==> config.mk <==
export PLATFORM = sky130hd
export DESIGN_NAME = fetch_pc_unit
export DESIGN_NICKNAME = d
export VERILOG_FILES = /design/src/rtl/fetch_pc_unit_pkg.sv /design/src/rtl/fetch_pc_unit_redirect_sel.sv /design/src/rtl/fetch_pc_unit.sv
export SDC_FILE = /design/constraint.sdc
export NUM_CORES = 1
export LEC_CHECK = 0
export CORE_MARGIN = 1.5
export CORE_UTILIZATION = 34
export CTS_BUF_LIST = sky130_fd_sc_hd__clkbuf_8
export DETAILED_ROUTE_END_ITERATION = 10
export GPL_TIMING_DRIVEN = 0
export HOLD_SLACK_MARGIN = 0.03
export MAX_ROUTING_LAYER = met4
export PLACE_DENSITY = 0.69
export SETUP_SLACK_MARGIN = 0.3
export SLEW_MARGIN = 5
export SYNTH_ARGS = -nofsm -noshare
export SYNTH_HDL_FRONTEND = slang
export SYNTH_SLANG_ARGS = --single-unit
export TNS_END_PERCENT = 1
==> constraint.sdc <==
create_clock -name clk -period 5.6 [get_ports clk]
set_input_delay 0.56 -clock clk [delete_from_list [all_inputs] [get_ports clk]]
set_output_delay 0.56 -clock clk [all_outputs]
set_load 0.05 [all_outputs]
==> src/rtl/fetch_pc_unit_pkg.sv <==
// Shared encodings for the fetch PC unit: FSM states and redirect causes.
package pc_pkg;

   typedef enum logic [1:0] {
      PC_BOOT = 2'd0,
      PC_RUN  = 2'd1,
      PC_HALT = 2'd2
   } pc_state_e;

   typedef enum logic [1:0] {
      RD_NONE   = 2'd0,
      RD_TRAP   = 2'd1,
      RD_BRANCH = 2'd2
   } redirect_cause_e;

   function automatic logic is_redirect(input redirect_cause_e cause);
      return cause != RD_NONE;
   endfunction

endpackage

==> src/rtl/fetch_pc_unit_redirect_sel.sv <==
// Combinational next-PC priority select: trap > EX branch > sequential advance > hold.
module pc_redirect_sel
   import pc_pkg::*;
#(
   parameter int XLEN = 32
) (
   input  logic            i_trap_req,
   input  logic [XLEN-1:0] i_trap_vec,
   input  logic            i_ex_taken,
   input  logic [XLEN-1:0] i_ex_alt_pc,
   input  logic            i_advance,
   input  logic [XLEN-1:0] i_pc,
   input  logic [XLEN-1:0] i_pc_plus,
   output logic [XLEN-1:0] o_next_pc,
   output redirect_cause_e o_cause
);

   always_comb begin
      o_next_pc = i_pc;
      o_cause   = RD_NONE;
      if (i_trap_req) begin
         o_next_pc = i_trap_vec;
         o_cause   = RD_TRAP;
      end else if (i_ex_taken) begin
         o_next_pc = i_ex_alt_pc;
         o_cause   = RD_BRANCH;
      end else if (i_advance) begin
         o_next_pc = i_pc_plus;
      end
   end

endmodule

==> src/rtl/fetch_pc_unit.sv <==
// Fetch-stage PC generator with boot/run/halt FSM, redirect flush pulse and redirect counter.
// Optional macro PC_MISALIGN_CHECK_EN adds the registered F_misalign output.
module fetch_pc_unit
   import pc_pkg::*;
#(
   parameter int              XLEN     = 32,
   parameter int              INC      = 4,
   parameter logic [XLEN-1:0] RESET_PC = '0,
   parameter int              CNT_W    = 16
) (
   input  logic             clk,
   input  logic             rst,
   input  logic             trap_req,
   input  logic [XLEN-1:0]  trap_vec,
   input  logic             EX_taken,
   input  logic [XLEN-1:0]  EX_alt_pc,
   input  logic             stall_D,
   input  logic             halt_req,
   input  logic             F_ready,
   output logic             F_valid,
   output logic [XLEN-1:0]  F_pc,
   output logic [XLEN-1:0]  F_pc_plus,
   output logic             F_flush,
   output logic [CNT_W-1:0] redirect_cnt,
`ifdef PC_MISALIGN_CHECK_EN
   output logic             F_misalign,
`endif
   output pc_state_e        dbg_state
);

   // Handshake: a fetch is transferred when F_valid & F_ready; a redirect abandons any open request.
   pc_state_e        r_state;
   pc_state_e        w_next_state;
   logic [XLEN-1:0]  r_pc;
   logic             r_valid;
   logic             r_flush;
   logic [CNT_W-1:0] r_cnt;
   logic [XLEN-1:0]  w_pc_plus;
   logic [XLEN-1:0]  w_next_pc;
   redirect_cause_e  w_cause;
   logic             w_redirect;
   logic             w_advance;

   assign w_pc_plus  = r_pc + XLEN'(INC);
   assign w_advance  = (r_state == PC_RUN) && F_ready && !stall_D && !halt_req;
   assign w_redirect = is_redirect(w_cause);

   pc_redirect_sel #(.XLEN(XLEN)) u_sel (
      .i_trap_req  (trap_req),
      .i_trap_vec  (trap_vec),
      .i_ex_taken  (EX_taken),
      .i_ex_alt_pc (EX_alt_pc),
      .i_advance   (w_advance),
      .i_pc        (r_pc),
      .i_pc_plus   (w_pc_plus),
      .o_next_pc   (w_next_pc),
      .o_cause     (w_cause)
   );

   always_comb begin
      w_next_state = r_state;
      case (r_state)
         PC_BOOT: w_next_state = PC_RUN;
         PC_RUN:  if (!w_redirect && halt_req) w_next_state = PC_HALT;
         PC_HALT: if (w_redirect || !halt_req) w_next_state = PC_RUN;
         default: w_next_state = PC_BOOT;
      endcase
   end

   always_ff @(posedge clk or negedge rst) begin
      if (!rst) begin
         r_state <= PC_BOOT;
         r_pc    <= RESET_PC;
         r_valid <= 1'b0;
         r_flush <= 1'b0;
         r_cnt   <= '0;
      end else begin
         r_state <= w_next_state;
         r_pc    <= w_next_pc;
         r_valid <= (w_next_state == PC_RUN);
         r_flush <= w_redirect;
         if (w_redirect && (r_cnt != {CNT_W{1'b1}})) r_cnt <= r_cnt + 1'b1;
      end
   end

`ifdef PC_MISALIGN_CHECK_EN
   localparam logic [XLEN-1:0] ALIGN_MASK = XLEN'(INC - 1);
   logic r_misalign;

   always_ff @(posedge clk or negedge rst) begin
      if (!rst) r_misalign <= 1'b0;
      else      r_misalign <= w_redirect && ((w_next_pc & ALIGN_MASK) != '0);
   end

   assign F_misalign = r_misalign;
`endif

   assign F_valid      = r_valid;
   assign F_pc         = r_pc;
   assign F_pc_plus    = w_pc_plus;
   assign F_flush      = r_flush;
   assign redirect_cnt = r_cnt;
   assign dbg_state    = r_state;

endmodule

== Word level (Yosys, flattened, before mapping) ==
Cells that the tools add are included.
Storage, ports and cells
  flip-flop bits (word level): 52
  latch bits: 0
  memory bits (writable): 0
  bits in read-only memories: 0
  bits of input ports: 71
  output and inout bits: 84
  word-level logic and storage cells: 31
  memories: 0
Cells by class
  $add $sub $neg: 2
  $mul: 0
  div/mod/pow operators: 0
  order comparisons: 0
  equality and inequality tests: 4
  shifts and indexed selects: 0
  muxes and demuxes: 8
  bitwise logic cells: 0
  reductions and logical operators: 12
Operators with widths (number)
  $mux W32: 3
  $add A32 B3 Y32 const B: 1
  $add A16 B1 Y16 const B: 1
  $ne A16 B16 Y1 const B: 1
  $mux W2: 4
  $pmux W2 S3: 1
  $logic_and A1 B1 Y1: 5
  $eq A2 B1 Y1 const B: 2
  $logic_not A1 Y1: 3
  $reduce_bool A3 Y1: 1
  $eq A2 B2 Y1 const B: 1
  $logic_not A2 Y1: 1
  $reduce_bool A2 Y1: 1
  $logic_or A1 B1 Y1: 1

== Longest topological paths before layout ==
  depth in word-level cells: 8
  mapped depth: 8
  depth with buffers taken out: 6

== Cells and area by module ==
From an unflattened synthesis, not the netlist that was laid out.
Unflattened totals
  cells, all modules: 350
  area, all modules: 3759.9 um2
Modules (own cells, without submodules)
  fetch_pc_unit: times used 1, cells each 202, area each 2429.8 um2, seq. area each 1301.2 um2
  pc_redirect_sel: times used 1, cells each 148, area each 1330.0 um2, seq. area each 0.0 um2

== Worst setup path before layout ==
OpenSTA, ideal clock, no wires.
  path type: flip-flop to output port
  from: register r_pc[13] (netlist: F_pc[13])
  to: output F_pc_plus[29]
  data arrival time: 2553 ps
  data required time: 5040 ps
  path slack: 2487 ps
  stages on the path, launching flop included: 6
  buffers on the path: 1
  cell sequence: dfrtp_1 -> buf_2 -> nand4_2 -> nor4_1 -> nand4_1 -> xnor2_1
Between the ends
  longest elaborated chain between the ends: 1
RTL lines
  start, declared: line fetch_pc_unit.sv:34  | logic [XLEN-1:0] r_pc;
  start signal, assigned: line fetch_pc_unit.sv:79  | r_pc <= w_next_pc;
  $add A32 B3 Y32: line fetch_pc_unit.sv:44  | assign w_pc_plus = r_pc + XLEN'(INC);
  end, declared: line fetch_pc_unit.sv:22  | output logic [XLEN-1:0] F_pc_plus,
Every way passes these cells.

== Final worst setup path ==
  from: register r_pc[13] (netlist: F_pc[13])
  to: output F_pc_plus[25]
The elaborated chain is that of the path after synthesis.

==> impl_metrics.toml <==
[drt]
wl_per_cell_microns = 18.4
wl_met1_microns = 5620
met2WireLength_microns = 5920
via_count = 3796
drtPass1Iterations = 5
route.met3.wl_microns = 1110
vias_per_cell = 5.43
postRouteAntennaNets = 0
drt_iter0_markers = 282
top_layer = "met4"
drc = 0
drt_wl_total_microns = 12900

[placement]
place_hpwl_microns = 9730
dpl_worst_slack_ps = 2300
gp_congestion = 0.887
portBuffers = 153

[setup_path]
worstSetupEndpointType = "output pin"
cp-start-kind = "flop"
reg2reg_depth = 6
reg2reg_to = "F_pc[9]"
required_ps = 5040
r2r-start = "dbg_state[1]"
setup.worst_path.class = "reg2out"
arrival_ps = 3140
startpoint = "F_pc[13]"
reg2reg_slack_ps = 3280
crit_fanout = 8

[timing]
worstMarginPinSlew_ps = 840
grt_setup_unrepaired = "no"
fmax_ghz = 0.270
setup_viol = 0
finalClockSkew_ps = 9.76
period_share_pct = 66.1
fin_crit_ps = 3700
fin_setup_tns_ps = 0
final-max-slew-violation-count = 0
finalHoldViolCount = 0
finalWorstSetupSlack_ps = 1900
slew_headroom_pct = 43.8

[cts]
cts_root_buf = "clkbuf_8"
clkSinkCount = 52
cts_resized = 0
clk_latency_ps = 320
cts.path.max_buffers = 2
clk_pin_slew_ps = 100
numCtsBuffers = 5
cts_hold_buf = 0
cts_tree = "done"
post_cts.repair.setup_buffers = 0
ctsHtreeMaxLevel = 2

[grt]
grt_max_degree = 29
grt-ovfl-total = 0
grt_pass1_wl_microns = 20400
gr-usage-all-layers_pct = 24.5
antenna_found_initial = 0
first_global_vias = 3765

[power_and_ir_drop]
comb_power_share_pct = 48.3
p_seq_share_pct = 33.9
p_sw_mw = 0.685
peakVddDrop_uv = 155
internal-power_mw = 0.830
p_per_area_nw_per_um2 = 287
p_leak_nw = 2.14
p_sw_share_pct = 45.2
clkPwrFrac_pct = 17.8

[floorplanning]
die-area_sq_um = 10800
dieHeight_microns = 104
boundaryPins = 155
num_rows = 36
die_w_microns = 104
core_sq_um = 9820
start_util_pct = 35.3

[yosys]
syn_nets = 477
yosysSeqAreaShare_pct = 37.5
synth_edf_count = 0
synthFlopType = "dfrtp_1"
async_flop_share_pct = 100
ys_ff_latch = 52
synth.avg_cell_area_sq_um = 8.58
ys_warn_count = 0
syn_area_sq_um = 3470
synthCells = 404
synth_cell_types = 55

[final_layout]
antenna_cells = 0
area_growth_pct = 52.5
nets = 638
drive_above_1_share_pct = 5.12
fillCellCount = 963

[min_path]
hold_path.class = "in2async"

[status]
run_status = "finished, final reports clean"

[job]
max_cap_viol_count = 0
## sequential cells by signal (all words and copies together) (netlist names)
signal        cells
dbg_state         2
F_pc             32
redirect_cnt     16
F_flush           1
F_valid           1
## cell families after synthesis
family	after synthesis	share of synthesized area (%)
AO/OA/AOI/OAI	95	17.8
multiplexers	13	3.79
flip-flops	52	37.5
XOR/XNOR	45	11.4
AND/OR/NAND/NOR	155	23.5
buffers and inverters	42	5.30
adder cells (fa/ha/maj)	2	0.722
## power groups by stage
stage | Combinational (mW) | Clock, mW | Sequential, mW
floorplan | 0.272 | 0 | 0.690
global placement | 0.722 | 0 | 0.513
detailed placement | 0.733 | 0 | 0.516
CTS | 0.734 | 0.269 | 0.511
global route | 0.770 | 0.284 | 0.522
finish | 0.732 | 0.270 | 0.513
## area by class of cell
class                   count  area [sq um]  share of cell area [%]
inverters                  18          67.6                    1.28
flip-flops and latches     52          1300                    24.6
repair buffers            154          1550                    29.2
clock inverters             3          38.8                   0.734
clock buffers               5          68.8                    1.30
multi-input cells         310          1980                    37.5
well taps                 133           166                    3.15
plain buffers              24           116                    2.20
## cell usage after synthesis, drive strengths merged, types with 5 or more instances
cell type	n	area (sq um)
a21oi	37	185
a221o	5	50.1
a221oi	8	70.1
and3	7	43.8
and4	7	61.3
buf	12	71.3
clkbuf	12	45.0
dfrtp	52	1300
inv	17	63.8
mux2i	12	120
nand2	36	135
nand3	18	95.1
nand3b	5	37.5
nand4	13	87.6
nor2	42	160
nor3	11	65.1
nor4	5	46.3
o21ai	16	80.1
o22ai	5	31.3
xnor2	22	193
xor2	23	201
## through the flow
stage	utilization [%]	instance area [sq um]	cells	hold slack [ps]	power [mW]
after CTS	53.8	5290	699	259	1.51
after detailed placement	52.8	5180	691	492	1.25
after global routing	53.8	5290	699	285	1.58
after floorplan	-	3470	404	264	0.962
after global placement	52.6	5160	690	485	1.24
final	53.8	5290	699	237	1.52
## routing by layer
layer	vias up	GRT usage (%)
met5	-	-
met4	0	7.64
met3	15	5.26
met2	191	37.7
met1	1813	32.3
li1	1777	-
## layout by cell type, fill, tap and decap left out, types with 16 or more instances in the layout
cell / synthesis / routed
a21oi_1: 37 / 37
clkdlybuf4s50_1: 0 / 152
dfrtp_1: 52 / 52
inv_1: 16 / 17
nand2_1: 36 / 36
nand3_1: 17 / 17
nor2_1: 41 / 41
o21ai_0: 16 / 16
xnor2_1: 22 / 22
xor2_1: 23 / 23
## critical path, stage by stage (launching register included)
cell	delay [ps]
dfrtp_1	370
buf_2	200
nand4_2	180
nor4_1	740
and4_1	360
xor2_1	150
clkdlybuf4s50_1	820
## worst max-delay path by stage
stage	slack, ps	depth (start not counted)	to
final	1900	6	F_pc_plus[25]
after global routing	1740	5	F_pc_plus[29]
after CTS	1940	6	F_pc_plus[25]
after detailed placement	2300	6	F_pc_plus[25]
after global placement	2240	1	F_pc[26]
after floorplan	2490	5	F_pc_plus[29]
Power figures use the tool's default switching activity.
